## src/rtl/uart_pkg.sv

```systemverilog
// Shared types and constants for the uart_xcvr transceiver.
// The PARITY states exist only when UART_PARITY_EN is defined.
package uart_pkg;

  localparam logic IDLE_LEVEL  = 1'b1;
  localparam logic START_LEVEL = 1'b0;

  typedef enum logic [2:0] {
    TX_IDLE,
    TX_START,
    TX_DATA,
`ifdef UART_PARITY_EN
    TX_PARITY,
`endif
    TX_STOP
  } tx_state_t;

  typedef enum logic [2:0] {
    RX_IDLE,
    RX_START,
    RX_DATA,
`ifdef UART_PARITY_EN
    RX_PARITY,
`endif
    RX_STOP,
    RX_WAIT_HI
  } rx_state_t;

  function automatic int bit_cnt_w(input int data_w);
    return $clog2(data_w + 1);
  endfunction

endpackage

```

## src/rtl/uart_baud_cnt.sv

```systemverilog
// Free-running bit-period counter with synchronous clear; flags the
// last cycle of a bit period and the mid-bit sampling point.
module uart_baud_cnt #(
  parameter int CLKS_PER_BIT = 16
) (
  input  logic clk,
  input  logic rstn,
  input  logic clr,
  output logic tick_full,
  output logic tick_half
);

  localparam int CW = $clog2(CLKS_PER_BIT);
  localparam logic [CW-1:0] LAST = CW'(CLKS_PER_BIT - 1);
  localparam logic [CW-1:0] HALF = CW'(CLKS_PER_BIT / 2 - 1);

  logic [CW-1:0] cnt;

  always_ff @(posedge clk or negedge rstn) begin
    if (!rstn)                   cnt <= '0;
    else if (clr || cnt == LAST) cnt <= '0;
    else                         cnt <= cnt + CW'(1);
  end

  assign tick_full = (cnt == LAST);
  assign tick_half = (cnt == HALF);

endmodule

```

## src/rtl/uart_xcvr.sv

```systemverilog
// Full-duplex UART transceiver with TX valid/ready handshake and a
// one-entry RX holding register. Define UART_PARITY_EN to add a parity bit.
module uart_xcvr
  import uart_pkg::*;
#(
  parameter int DATA_W       = 8,
  parameter int CLKS_PER_BIT = 16,
  parameter int STOP_BITS    = 1,
  parameter int PARITY_ODD   = 0
) (
  input  logic              clk,
  input  logic              rstn,
  input  logic [DATA_W-1:0] tx_data,
  input  logic              tx_valid,
  output logic              tx_ready,
  output logic              txd,
  input  logic              rxd,
  output logic [DATA_W-1:0] rx_data,
  output logic              rx_valid,
  input  logic              rx_ready,
  output logic              rx_frame_err,
  output logic              rx_overrun,
  output logic              rx_parity_err
);

  localparam int BCW = bit_cnt_w(DATA_W);
  localparam logic [BCW-1:0] DATA_LAST = BCW'(DATA_W - 1);
  localparam logic [BCW-1:0] STOP_LAST = BCW'(STOP_BITS - 1);

`ifdef UART_PARITY_EN
  localparam logic PAR_ODD = (PARITY_ODD != 0);
`else
  logic unused_parity_odd;
  assign unused_parity_odd = (PARITY_ODD != 0);
`endif

  tx_state_t         tx_state, tx_state_d;
  logic [BCW-1:0]    tx_bit, tx_bit_d;
  logic [DATA_W-1:0] tx_shift, tx_shift_d;
  logic              tx_load, tx_shift_en, tx_tick, tx_half_unused;
  logic              txd_q, txd_d;
`ifdef UART_PARITY_EN
  logic              tx_par;
`endif

  rx_state_t         rx_state, rx_state_d;
  logic [BCW-1:0]    rx_bit, rx_bit_d;
  logic [DATA_W-1:0] rx_shift;
  logic              rx_clr, rx_shift_en, rx_load, rx_full, rx_half;
  logic              rx_valid_d, frame_err_d, overrun_d;
  logic              rxd_meta, rxd_s;
`ifdef UART_PARITY_EN
  logic              rx_par_bad, rx_par_bad_d, parity_err_d, parity_err_q;
`endif

  uart_baud_cnt #(.CLKS_PER_BIT(CLKS_PER_BIT)) u_tx_baud (
    .clk(clk), .rstn(rstn), .clr(tx_load),
    .tick_full(tx_tick), .tick_half(tx_half_unused)
  );

  uart_baud_cnt #(.CLKS_PER_BIT(CLKS_PER_BIT)) u_rx_baud (
    .clk(clk), .rstn(rstn), .clr(rx_clr),
    .tick_full(rx_full), .tick_half(rx_half)
  );

  assign tx_ready = (tx_state == TX_IDLE);
  assign txd      = txd_q;

  always_comb begin
    tx_state_d  = tx_state;
    tx_bit_d    = tx_bit;
    tx_load     = 1'b0;
    tx_shift_en = 1'b0;
    unique case (tx_state)
      TX_IDLE: if (tx_valid) begin
        tx_load    = 1'b1;
        tx_state_d = TX_START;
      end
      TX_START: if (tx_tick) begin
        tx_bit_d   = '0;
        tx_state_d = TX_DATA;
      end
      TX_DATA: if (tx_tick) begin
        tx_shift_en = 1'b1;
        if (tx_bit == DATA_LAST) begin
          tx_bit_d = '0;
`ifdef UART_PARITY_EN
          tx_state_d = TX_PARITY;
`else
          tx_state_d = TX_STOP;
`endif
        end else begin
          tx_bit_d = tx_bit + 1'b1;
        end
      end
`ifdef UART_PARITY_EN
      TX_PARITY: if (tx_tick) begin
        tx_bit_d   = '0;
        tx_state_d = TX_STOP;
      end
`endif
      TX_STOP: if (tx_tick) begin
        if (tx_bit == STOP_LAST) tx_state_d = TX_IDLE;
        else                     tx_bit_d   = tx_bit + 1'b1;
      end
      default: tx_state_d = TX_IDLE;
    endcase

    tx_shift_d = tx_load ? tx_data : (tx_shift_en ? (tx_shift >> 1) : tx_shift);

    // txd is registered from the next state so the pin never glitches
    unique case (tx_state_d)
      TX_START:  txd_d = START_LEVEL;
      TX_DATA:   txd_d = tx_shift_d[0];
`ifdef UART_PARITY_EN
      TX_PARITY: txd_d = tx_par;
`endif
      default:   txd_d = IDLE_LEVEL;
    endcase
  end

  always_ff @(posedge clk or negedge rstn) begin
    if (!rstn) begin
      tx_state <= TX_IDLE;
      tx_bit   <= '0;
      txd_q    <= IDLE_LEVEL;
    end else begin
      tx_state <= tx_state_d;
      tx_bit   <= tx_bit_d;
      txd_q    <= txd_d;
    end
  end

  always_ff @(posedge clk) begin
    tx_shift <= tx_shift_d;
`ifdef UART_PARITY_EN
    if (tx_load) tx_par <= (^tx_data) ^ PAR_ODD;
`endif
    if (rx_shift_en) rx_shift <= {rxd_s, rx_shift[DATA_W-1:1]};
  end

  always_ff @(posedge clk or negedge rstn) begin
    if (!rstn) begin
      rxd_meta <= IDLE_LEVEL;
      rxd_s    <= IDLE_LEVEL;
    end else begin
      rxd_meta <= rxd;
      rxd_s    <= rxd_meta;
    end
  end

  always_comb begin
    rx_state_d  = rx_state;
    rx_bit_d    = rx_bit;
    rx_clr      = 1'b0;
    rx_shift_en = 1'b0;
    rx_load     = 1'b0;
    frame_err_d = 1'b0;
    overrun_d   = 1'b0;
`ifdef UART_PARITY_EN
    rx_par_bad_d = rx_par_bad;
    parity_err_d = 1'b0;
`endif
    unique case (rx_state)
      RX_IDLE: if (rxd_s == START_LEVEL) begin
        rx_clr     = 1'b1;
        rx_state_d = RX_START;
      end
      RX_START: if (rx_half) begin
        // re-phase the counter so tick_full lands mid-bit from here on
        if (rxd_s == START_LEVEL) begin
          rx_clr     = 1'b1;
          rx_bit_d   = '0;
          rx_state_d = RX_DATA;
        end else begin
          rx_state_d = RX_IDLE;
        end
      end
      RX_DATA: if (rx_full) begin
        rx_shift_en = 1'b1;
        if (rx_bit == DATA_LAST) begin
`ifdef UART_PARITY_EN
          rx_state_d = RX_PARITY;
`else
          rx_state_d = RX_STOP;
`endif
        end else begin
          rx_bit_d = rx_bit + 1'b1;
        end
      end
`ifdef UART_PARITY_EN
      RX_PARITY: if (rx_full) begin
        rx_par_bad_d = rxd_s ^ (^rx_shift) ^ PAR_ODD;
        rx_state_d   = RX_STOP;
      end
`endif
      RX_STOP: if (rx_full) begin
        if (rxd_s == IDLE_LEVEL) begin
          rx_state_d = RX_IDLE;
          if (!rx_valid || rx_ready) rx_load   = 1'b1;
          else                       overrun_d = 1'b1;
`ifdef UART_PARITY_EN
          parity_err_d = rx_par_bad;
`endif
        end else begin
          frame_err_d = 1'b1;
          rx_state_d  = RX_WAIT_HI;
        end
      end
      RX_WAIT_HI: if (rxd_s == IDLE_LEVEL) rx_state_d = RX_IDLE;
      default: rx_state_d = RX_IDLE;
    endcase

    if (rx_load)                    rx_valid_d = 1'b1;
    else if (rx_valid && rx_ready)  rx_valid_d = 1'b0;
    else                            rx_valid_d = rx_valid;
  end

  always_ff @(posedge clk or negedge rstn) begin
    if (!rstn) begin
      rx_state     <= RX_IDLE;
      rx_bit       <= '0;
      rx_data      <= '0;
      rx_valid     <= 1'b0;
      rx_frame_err <= 1'b0;
      rx_overrun   <= 1'b0;
`ifdef UART_PARITY_EN
      rx_par_bad   <= 1'b0;
      parity_err_q <= 1'b0;
`endif
    end else begin
      rx_state     <= rx_state_d;
      rx_bit       <= rx_bit_d;
      rx_valid     <= rx_valid_d;
      rx_frame_err <= frame_err_d;
      rx_overrun   <= overrun_d;
      if (rx_load) rx_data <= rx_shift;
`ifdef UART_PARITY_EN
      rx_par_bad   <= rx_par_bad_d;
      parity_err_q <= parity_err_d;
`endif
    end
  end

`ifdef UART_PARITY_EN
  assign rx_parity_err = parity_err_q;
`else
  assign rx_parity_err = 1'b0;
`endif

endmodule
```

## config.mk

```make
export PLATFORM = sky130hd
export DESIGN_NAME = uart_xcvr
export DESIGN_NICKNAME = d
export VERILOG_FILES = /design/src/rtl/uart_pkg.sv /design/src/rtl/uart_baud_cnt.sv /design/src/rtl/uart_xcvr.sv
export SDC_FILE = /design/constraint.sdc
export NUM_CORES = 1
export LEC_CHECK = 0
export CAP_MARGIN = 25
export CORE_ASPECT_RATIO = 1.25
export CORE_MARGIN = 10
export CORE_UTILIZATION = 50
export DETAILED_ROUTE_END_ITERATION = 10
export GPL_ROUTABILITY_DRIVEN = 0
export GPL_TIMING_DRIVEN = 0
export PLACE_DENSITY = 0.72
export SLEW_MARGIN = 20
export SYNTH_ARGS = -nofsm -noshare
export SYNTH_HDL_FRONTEND = slang
export SYNTH_SLANG_ARGS = --single-unit
```

## constraint.sdc

```tcl
create_clock -name clk -period 4.9 [get_ports clk]
set_clock_uncertainty 0.15 [all_clocks]
set_input_delay 1.47 -clock clk [delete_from_list [all_inputs] [get_ports clk]]
set_output_delay 1.47 -clock clk [all_outputs]
set_load 0.02 [all_outputs]
```

==> metrics <==
average wire per standard cell 15.2 microns; number of I/O pins 27; Netlist cell types 57; FFs w/ async S/R, synth 69.2%; Net Sw Frac 31.2%; endpoints failing setup 0; DRC Markers 0; Final nets 254; Simple-Gate Fraction of Synth Area 20.5%; # resized after CTS 0; Seq/Total Area, Yosys 56.0%; Critical Path AT 1750 ps; area grow syn2layout 18.7%; clk root buf clkbuf_8; antenna violations before repair 0; largest family of logic cells by synthesized area simple AND/OR/NAND/NOR gates; setup tns final 0 ps; multi-input logic area 1000 sq um; Top FF cell, synth dfrtp_1; Worst EP required 3280 ps; maximum clock insertion buffer count 2; Fmax 297 MHz; fillers 401; Worst Hold Class flop to flop; post-cts hold buffer count 0; clock-pin slew on the worst setup and hold paths 100 ps; Mapped Cells 202; via count 1653; grt ovf 0; I/O Buffers 25; total power 1.24 mW; P_int 852 uW; Die H 98.4 microns; starting density of the core 51.5%; Worst-Margin Slew 655 ps; vias in the first global route 1600; clock sinks 52; R2R setup slack 2830 ps; clock network power share 24.1%; largest net degree at the start of global routing 30; Hold Slack 212 ps; antenna-violating nets left 0; DPL Wire Length 3300 microns; clock latency on the worst-skew pair 300 ps; most used routing layer in global routing met2; GR met1 Demand/Resource 15.0%; Compound-Gate Fraction of Synth Area 10.6%; Crit. End Element primary output; logic gate share of total power 29.4%; Slew headroom 56.2%; Yosys warning count 0; Slew Limit Fails 0; Cell Area, Synth 2460 sq um; GRT Overall Usage 11.7%; total CTS buffers 5; drt pass-1 iters 4; final core utilization 61.2%; crit path max fanout 10; met3 usage 2.84%; Reg power frac 46.5%; RSZ-0062 raised after global routing no; pwr dens 425 nW/um^2; status completed; final worst-path cycle share 68.8%; worst vdd ir 326 uV; DRT iter0 DRCs 75; mux contribution to synthesized area 5.71%; adder-cell share of the synthesized area 2.55%; CTS tree yes; Site Rows 28; Die ar. 8130 sq um; Post-synth EDFFs 15; max_cap viols 0; die width 82.7 microns; Final min period 3370 ps; final wirelength 4520 microns; xor/xnor share of the synthesized area 1.07%; Setup Fix Bufs, Post-CTS 0; Avg Cell Area, Syn 12.2 sq um; area of the core 4760 sq um; Seq cells post-synth 52; leakage power 1.26 nW; via/cell ratio 5.57; Setup CP Type flop to primary output; H-Tree Level Count 2; Antenna diodes 0; Net Switching 387 uW; first-pass GRT wire length 7730 microns; Final Hold Violating Endpoints 0; layout cells sized above 1 16.5%; Worst setup SP type flop; Storage cell area 1380 sq um; grt met2 use 18.6%
## cells by family after synthesis
| kind of cell | after synthesis |
|---|---|
| AND/OR/NAND/NOR | 83 |
| flip-flops | 52 |
| AO/OA/AOI/OAI | 33 |
| buffers and inverters | 15 |
| multiplexers | 10 |
| adder cells (fa/ha/maj) | 5 |
| XOR/XNOR | 3 |
| other | 1 |
## registers in the layout (all words and copies together), names as in the netlist
name and flops:
rx_data 8, rx_shift 8, tx_shift 8, rx_bit 4, tx_bit 4, u_rx_baud.cnt 4, u_tx_baud.cnt 4, rx_state 3
tx_state 3, rx_frame_err 1, rx_overrun 1, rx_valid 1, rxd_meta 1, rxd_s 1, txd 1
## power by group through the flow
stage	Clock, mW	Combinational, mW	Sequential [mW]
global route	0.324	0.402	0.585
finish	0.299	0.365	0.576
detailed placement	0	0.367	0.584
global placement	0	0.357	0.581
floorplan	0	0.224	0.603
CTS	0.308	0.369	0.576
## cells in the mapped netlist (3+ instances only)
master    count  share of area [%]
a31oi_1       3               0.76
and3_1        7                1.8
nand3b_1      3               0.92
buf_2         3               0.61
nor2b_1       6                1.5
nor2_1       19                2.9
a21oi_1       5                1.0
inv_1         5               0.76
nand2_1      12                1.8
mux2_4        8                4.9
a22o_1        6                2.1
nor3_1        7                1.4
nand4_1       5                1.3
nand3_1       5                1.0
dfstp_2       3                3.2
dfrtp_1      33                 34
clkbuf_1      3               0.46
ha_1          5                2.5
o21ai_0       4               0.82
edfxtp_1     15                 18
## final timing paths
path,start,depth (start not counted),to
worst min-delay path,rxd_meta,0,rxd_s
worst max-delay path,tx_state[1],3,tx_ready
max in group asynchronous,rstn,2,rxd_s
min in group asynchronous,rstn,1,rx_data[0]
worst max register to register,u_tx_baud.cnt[0],5,tx_shift[7]
worst min register to register,rxd_meta,0,rxd_s
## cell usage in the layout, fill, tap and decap left out, drive strengths merged, types with 3 or more instances in the layout
master / count
a31oi: 3
buf: 9
nand3: 7
nor2b: 7
nand3b: 3
and3: 7
dfrtp: 33
inv: 6
a22o: 6
nor2: 19
o21ai: 4
nand2: 12
edfxtp: 15
clkdlybuf4s50: 24
and4: 3
nor3: 7
clkbuf: 8
a21oi: 5
mux2: 8
ha: 5
nand4: 5
dfstp: 3
## per-layer routing
| metal | vias to the layer above | part of all wire [%] | routed length, microns |
|---|---|---|---|
| met5 | - | 0 | 0 |
| met2 | 24 | 51 | 2300 |
| li1 | 807 | - | - |
| met1 | 814 | 44 | 1980 |
| met3 | 8 | 4.2 | 191 |
| met4 | 0 | 1.2 | 54 |
## critical path: stages (launching register included)
cell and delay (ps):
dfrtp_1 420, clkbuf_1 220, nor3_1 180, clkdlybuf4s50_1 630
## per-stage QoR
| stage | instance area, sq um | cells | setup slack [ps] |
|---|---|---|---|
| 2_1_floorplan | 2460 | 203 | 2170 |
| 3_3_place_gp | 2790 | 288 | 1380 |
| 3_5_place_dp | 2800 | 289 | 1470 |
| 4_1_cts | 2920 | 297 | 1510 |
| 5_1_grt | 2920 | 297 | 1450 |
| 6_report | 2920 | 297 | 1530 |
## area by class of cell
type                    count  area share (%)
flip-flops and latches     52            47.2
multi-input cells         136            34.4
repair buffers             26            9.10
well taps                  60            2.58
clock buffers               5            2.36
plain buffers              10            2.19
clock inverters             3            1.59
inverters                   5           0.644
No activity file was read; power rests on OpenSTA's default activity.
